===== src/rtl/periferico_pkg.sv =====
// Shared constants for the peripheral-side receive path: FSM state
// encodings and default datapath sizes.
package periferico_pkg;

  localparam int DEF_DATA_W      = 4;
  localparam int DEF_DEPTH       = 4;
  localparam int DEF_SYNC_STAGES = 2;

  // Encoding is visible on estadoPeriferico, so values are fixed.
  typedef enum logic [1:0] {
    IDLE       = 2'b00,
    WAIT_SPACE = 2'b01,
    WRITE      = 2'b10,
    WAIT_LOW   = 2'b11
  } estado_t;

endpackage


===== src/rtl/sincronizador.sv =====
// Multi-flop synchroniser for a single asynchronous level. The synchronous
// reset value is a parameter so a held-high strobe is not mistaken for a new edge.
module sincronizador #(
  parameter int       STAGES  = 2,
  parameter logic     RST_VAL = 1'b1
) (
  input  logic clk,
  input  logic rst,
  input  logic d,
  output logic q
);

  logic [STAGES-1:0] chain;

  always_ff @(posedge clk) begin
    if (rst) chain <= {STAGES{RST_VAL}};
    else     chain <= {chain[STAGES-2:0], d};
  end

  assign q = chain[STAGES-1];

endmodule


===== src/rtl/periferico_rx_fifo.sv =====
// Receive stage for the CPU send/ack/dados link: four-phase handshake into a
// first-word-fall-through FIFO, withholding ack while the FIFO is full.
module periferico_rx_fifo
  import periferico_pkg::*;
#(
  parameter int DATA_W      = DEF_DATA_W,
  parameter int DEPTH       = DEF_DEPTH,
  parameter int SYNC_STAGES = DEF_SYNC_STAGES
) (
  input  logic                     clk,
  input  logic                     rst,
  input  logic                     send,
  input  logic [DATA_W-1:0]        dados,
  output logic                     ack,
  input  logic                     rd_en,
  output logic [DATA_W-1:0]        rd_data,
  output logic                     empty,
  output logic                     full,
  output logic [$clog2(DEPTH):0]   count,
  output logic [1:0]               estadoPeriferico
);

  localparam int PW = $clog2(DEPTH);
  localparam int CW = PW + 1;
  localparam logic [CW-1:0] ONE = CW'(1);

  logic              send_s;
  estado_t           state_q, state_d;
  logic              ack_d;
  logic              wr, rd;
  logic [PW-1:0]     wptr, rptr;
  logic [DATA_W-1:0] mem [DEPTH];

  sincronizador #(.STAGES(SYNC_STAGES), .RST_VAL(1'b1)) u_sync_send (
    .clk (clk),
    .rst (rst),
    .d   (send),
    .q   (send_s)
  );

  always_ff @(posedge clk) begin
    if (rst) begin
      state_q <= WAIT_LOW;
      ack     <= 1'b0;
    end else begin
      state_q <= state_d;
      ack     <= ack_d;
    end
  end

  always_comb begin
    state_d = state_q;
    ack_d   = 1'b0;
    wr      = 1'b0;
    case (state_q)
      IDLE: begin
        if (send_s) state_d = full ? WAIT_SPACE : WRITE;
      end
      WAIT_SPACE: begin
        if (!full) state_d = WRITE;
      end
      WRITE: begin
        wr      = 1'b1;
        ack_d   = 1'b1;
        state_d = WAIT_LOW;
      end
      WAIT_LOW: begin
        // Leaving reset lands here with ack=0, so holding ack keeps it low.
        if (!send_s) state_d = IDLE;
        else         ack_d   = ack;
      end
      default: state_d = IDLE;
    endcase
  end

  assign rd = rd_en && !empty;

  // Storage is not reset; flushing is done by clearing pointers and count.
  always_ff @(posedge clk) begin
    if (wr) mem[wptr] <= dados;
  end

  always_ff @(posedge clk) begin
    if (rst) begin
      wptr  <= '0;
      rptr  <= '0;
      count <= '0;
    end else begin
      if (wr) wptr <= wptr + 1'b1;
      if (rd) rptr <= rptr + 1'b1;
      case ({wr, rd})
        2'b10:   count <= count + ONE;
        2'b01:   count <= count - ONE;
        default: count <= count;
      endcase
    end
  end

  assign empty            = (count == '0);
  assign full             = (count == CW'(DEPTH));
  assign rd_data          = mem[rptr];
  assign estadoPeriferico = state_q;

endmodule


===== config.mk =====
export PLATFORM = sky130hd
export DESIGN_NAME = periferico_rx_fifo
export DESIGN_NICKNAME = d
export VERILOG_FILES = /design/src/rtl/periferico_pkg.sv /design/src/rtl/sincronizador.sv /design/src/rtl/periferico_rx_fifo.sv
export SDC_FILE = /design/constraint.sdc
export NUM_CORES = 1
export LEC_CHECK = 0
export ABC_AREA = 1
export CORE_MARGIN = 4
export CORE_UTILIZATION = 52
export DETAILED_ROUTE_END_ITERATION = 16
export GPL_TIMING_DRIVEN = 0
export PLACE_DENSITY = 0.77
export SLEW_MARGIN = 0
export SYNTH_ARGS = -nofsm -noshare
export SYNTH_HDL_FRONTEND = slang
export SYNTH_SLANG_ARGS = --single-unit

===== constraint.sdc =====
create_clock -name clk -period 2.5 [get_ports clk]
set_input_delay 0.5 -clock clk [delete_from_list [all_inputs] [get_ports clk]]
set_output_delay 0.5 -clock clk [all_outputs]
set_load 0.005 [all_outputs]

; ---- After elaboration in Yosys (flattened, before gate mapping)
; Memories as Yosys holds them, arrays and structs flattened. A register that Yosys moved wholly into a read port is not among the register bits.
; Index checks and enable logic that the tools add are counted.
[word_totals]
reg_bits = 12
ram_bits = 16
input_bits = 8
word_cells = 39
mem_count = 1
[memory_table]
columns = memory, words, width, read_ports, rd_ports_with_merged_regs, wr, line_no
row1 = mem, 4, 4, 1, 1, 1, periferico_rx_fifo.sv:32  ; logic [DATA_W-1:0] mem [DEPTH];
[classes]
add_sub_neg = 4
eq_ne = 9
mux = 13
reduce_logical = 6
[ops]
columns = operator, count
row1 = $mux 2, 6
row2 = $pmux 2 s4, 1
row3 = $eq 2x2->1 const B, 3
row4 = $pmux 3 s2, 1
row5 = $add 2x1->2 const B, 2
row6 = $eq 2x1->1 const B, 2
row7 = $mux 1, 4
row8 = $ne 2x2->1 const B, 2
row9 = $add 3x1->3 const B, 1
row10 = $eq 3x3->1 const B, 1
row11 = $logic_not 3->1, 1
row12 = $reduce_and 3->1, 1
row13 = $sub 3x1->3 const B, 1
row14 = $logic_not 2->1, 1
row15 = $ne 2x1->1 const B, 1
row16 = $pmux 1 s2, 1
row17 = $reduce_bool 2->1, 1
row18 = $logic_and 1x1->1, 1
row19 = $logic_not 1->1, 1

; ---- Depth between registers and ports, before layout
[depth]
word_depth = 5
mapped_depth = 13
mapped_depth_nobuf = 13

; ---- Cells and area by module
; From an unflattened synthesis, not the netlist that was laid out.
[unflattened]
hier_cells = 145
hier_area_um2 = 1391.3
[modules_own_cells]
columns = module, instances, cells_per_inst, area_each_um2, seq_area_each_um2
row1 = periferico_rx_fifo, 1, 138, 1332.5, 720.7
row2 = sincronizador, 1, 7, 58.8, 40.0

; ---- Worst setup path after synthesis
; OpenSTA, ideal clock, no wires.
[synth_path]
kind = register to register
from = reg state_q[0] (netlist: estadoPeriferico[0])
to = reg count[2]
t_arrival_ps = 1699
t_required_ps = 2387
slack_ps = 689
path_stages_with_launch = 13
n_path_buf = 0
path_cell_list = dfxtp_1 -> inv_1 -> ha_1 -> inv_2 -> ha_1 -> inv_1 -> fa_1 -> inv_1 -> nand2_1 -> nand3_1 -> nand2_1 -> nand2_1 -> nor2_1
[synth_between]
elab_chain_cells = 4
elab_cells_between_ends = 6
[synth_lines]
columns = item, line_no
row1 = from (decl), periferico_rx_fifo.sv:28  ; estado_t state_q, state_d;
row2 = from (signal assigned), periferico_rx_fifo.sv:46  ; state_q <= state_d;
row3 = $eq 2x2->1 (*), periferico_rx_fifo.sv:55  ; case (state_q)
row4 = $mux 1 (*), periferico_rx_fifo.sv:55
row5 = $eq 2x1->1 / $eq 2x2->1 (equally long branches), periferico_rx_fifo.sv:91  ; case ({wr, rd})
row6 = $pmux 3 s2 / $reduce_bool 2->1 (equally long branches), n/a
row7 = to (signal assigned), periferico_rx_fifo.sv:92  ; 2'b10: count <= count + ONE;
row8 = to (signal assigned), periferico_rx_fifo.sv:93  ; 2'b01: count <= count - ONE;
row9 = to (signal assigned), periferico_rx_fifo.sv:94  ; default: count <= count;
row10 = to (decl), periferico_rx_fifo.sv:19  ; output logic [$clog2(DEPTH):0] count,
; Mark *: on every way between the ends. The rest lies on a longest branch, timed or not.
; A chain may end at the register's enable or synchronous reset.

==> qor.txt <==
global route total overflow: 0
pin count of the biggest net entering global routing: 10
fin crit share: 86.5%
Cell Int Power: 1.08 mW
post-route setup TNS: 0 ns
Area Growth Syn to Fin: 20.3%
fin nets: 187
leakage: 0.716 nW
Clk pwr share: 15.2%
# rows: 18
io pins: 20
Die Area: 3520 um2
CP Max Fanout: 9
Die H: 59.4 um
Buffers on Ports: 19
dpl cells: 191
synthesized cell area: 1370 um2
Inserted Clock Buffers: 5
CTS tree: done
final hold violation count: 0
gr usage total: 15.9%
n_diodes: 0
CTS sink cnt: 30
Unique masters post-synth: 21
most frequent cells in the layout: nand2_1 (21), inv_1 (19), clkdlybuf4s50_1 (19), edfxtp_1 (16)
Setup Buffers After CTS: 0
Post-Syn Nets: 161
post-route ant nets: 0
Avg WL per Cell: 11.5 um
Logic pwr share: 43.3%
CP arrival: 1.66 ns
Warnings, synthesis: 0
H-tree depth: 2
Slew Limit Headroom: 84.1%
via count: 980
Fill cells: 207
setup violation total in the final timing report: 0
layout cells sized above 1: 14.2%
CP Capture Type: output port
most common cell after layout, fill and taps aside: nand2_1
WS Path Type: flop to output port
Die Width: 59.4 um
clk_skew: 0.00944 ns
DRC violations left: 0
Total Wirelength: 2290 um
FF+latch count, synth: 30
drt first pass iters: 4
worst vdd ir: 0.000744 V
sequential area share after synthesis: 55.5%
cts hold-fix bufs: 0
CTS clk-pin slew, worst paths: 0.09 ns
run status: finished clean
Finished Layout Cells: 199
Hold Crit Class: flop to flop
core area: 2500 um2
first-pass GRT wire length: 4010 um
Cells after Synth: 142
final instance area: 1650 um2
vias per cell: 4.92
number of gates resized after CTS: 0
Worst Setup Start Kind: flop
initial core utilization: 54.9%
vias in the first global route: 955
Fmax: 0.462 GHz
deepest clock path buffer count: 2
Sequential Power Share: 41.6%
initial drt markers: 37
pwr dens: 1040 nW/um2
Slew @ Worst Pin: 0.238 ns
final estimated routing congestion in global placement: 0.755
Avg Inst Size Synth: 9.66 um2
multi-input logic area: 504 um2
Cell Area, Placed: 1600 um2
hpwl dp: 1730 um
Final min period: 2.16 ns
Pwr Total: 1.71 mW
initial antenna violation count: 0
Sw Pwr: 0.628 mW
MaxCap Viol Count: 0
later-pin clock latency in the skew report: 0.32 ns
Switching Fraction: 36.8%
clock root buffer: clkbuf_4
WP data required: 2.00 ns
FF+latch area: 761 um2
Final Max Tran Viols: 0
RSZ-0062 raised after global routing: false
-- sequential cells by signal, indices dropped and copies added, names as in the netlist, named ones only --
signal             cells
ack                    1
estadoPeriferico       2
mem                   16
count                  3
u_sync_send.chain      2
wptr                   2
rptr                   2
-- power by group through the flow --
stage               clock [mW]  combinational, mW  sequential [mW]
floorplan                    0              0.459            0.708
global placement             0              0.716            0.714
detailed placement           0              0.741            0.720
CTS                      0.273              0.747            0.709
global route             0.297              0.846            0.726
finish                   0.259              0.739            0.709
-- logic make-up (layout without fill, tap and decap cells) --
| kind of cell | after synthesis | after routing | synth area share, % |
|---|---|---|---|
| buf+inv | 28 | 55 | 7.76 |
| fa+ha+maj | 11 | 11 | 10.6 |
| flops | 30 | 30 | 55.5 |
| compound gates | 25 | 25 | 9.76 |
| simple gates | 48 | 48 | 16.4 |
-- metal layers --
metal	vias up	track usage, %	part of all wire [%]
li1	508	-	-
met1	444	17.2	42
met2	22	26.4	50
met3	6	6.10	6.0
met4	0	8.74	2.5
met5	-	0	0
-- final cells by class --
class | instances | area share, %
Tap cell | 30 | 2.28
Clock inverter | 2 | 0.531
Sequential cell | 30 | 46.1
Timing Repair Buffer | 19 | 11.5
Multi-Input combinational cell | 84 | 30.6
Buffer | 1 | 0.303
Inverter | 27 | 6.15
Clock buffer | 6 | 2.50
-- cell usage after synthesis --
library cell / n / area share (%)
a21oi_1: 5 / 1.8
a21oi_2: 1 / 0.64
buf_2: 1 / 0.36
dfxtp_1: 14 / 20
edfxtp_1: 16 / 35
fa_1: 1 / 1.5
ha_1: 10 / 9.1
inv_1: 19 / 5.2
inv_2: 8 / 2.2
nand2_1: 21 / 5.7
nand2_2: 1 / 0.46
nand2_4: 2 / 1.6
nand3_1: 5 / 1.8
nand3_2: 1 / 0.73
nor2_1: 14 / 3.8
nor2_2: 1 / 0.46
nor2_4: 1 / 0.82
o21ai_0: 5 / 1.8
o21ai_1: 10 / 3.6
o22ai_1: 4 / 1.8
or2_2: 2 / 0.91
-- critical path, stage by stage, from the launching register on --
cell and delay [ns]:
dfxtp_1 0.31, buf_2 0.16, inv_2 0.13, nor2_1 0.05, o22ai_1 0.16, clkdlybuf4s50_1 0.52
-- stage by stage --
| step | hold slack (ns) | util (%) | setup slack, ns |
|---|---|---|---|
| 2_1_floorplan | 0.392 | - | 0.689 |
| 3_3_place_gp | 0.401 | 64.0 | 0.323 |
| 3_5_place_dp | 0.407 | 64.0 | 0.294 |
| 4_1_cts | 0.430 | 66.0 | 0.310 |
| 5_1_grt | 0.441 | 66.0 | 0.186 |
| 6_report | 0.424 | 66.0 | 0.338 |
-- worst paths after layout --
| check | startpoint | endpoint | slack [ns] | cells past startpoint |
|---|---|---|---|---|
| max | flop | rd_data[3] | 0.34 | 5 |
| min | u_sync_send.chain[0] | u_sync_send.chain[1] | 0.42 | 1 |
| max reg2reg | estadoPeriferico[0] | count[2] | 0.48 | 12 |
| min reg2reg | u_sync_send.chain[0] | u_sync_send.chain[1] | 0.42 | 1 |
Note: power is estimated with default switching activity, not from simulation.
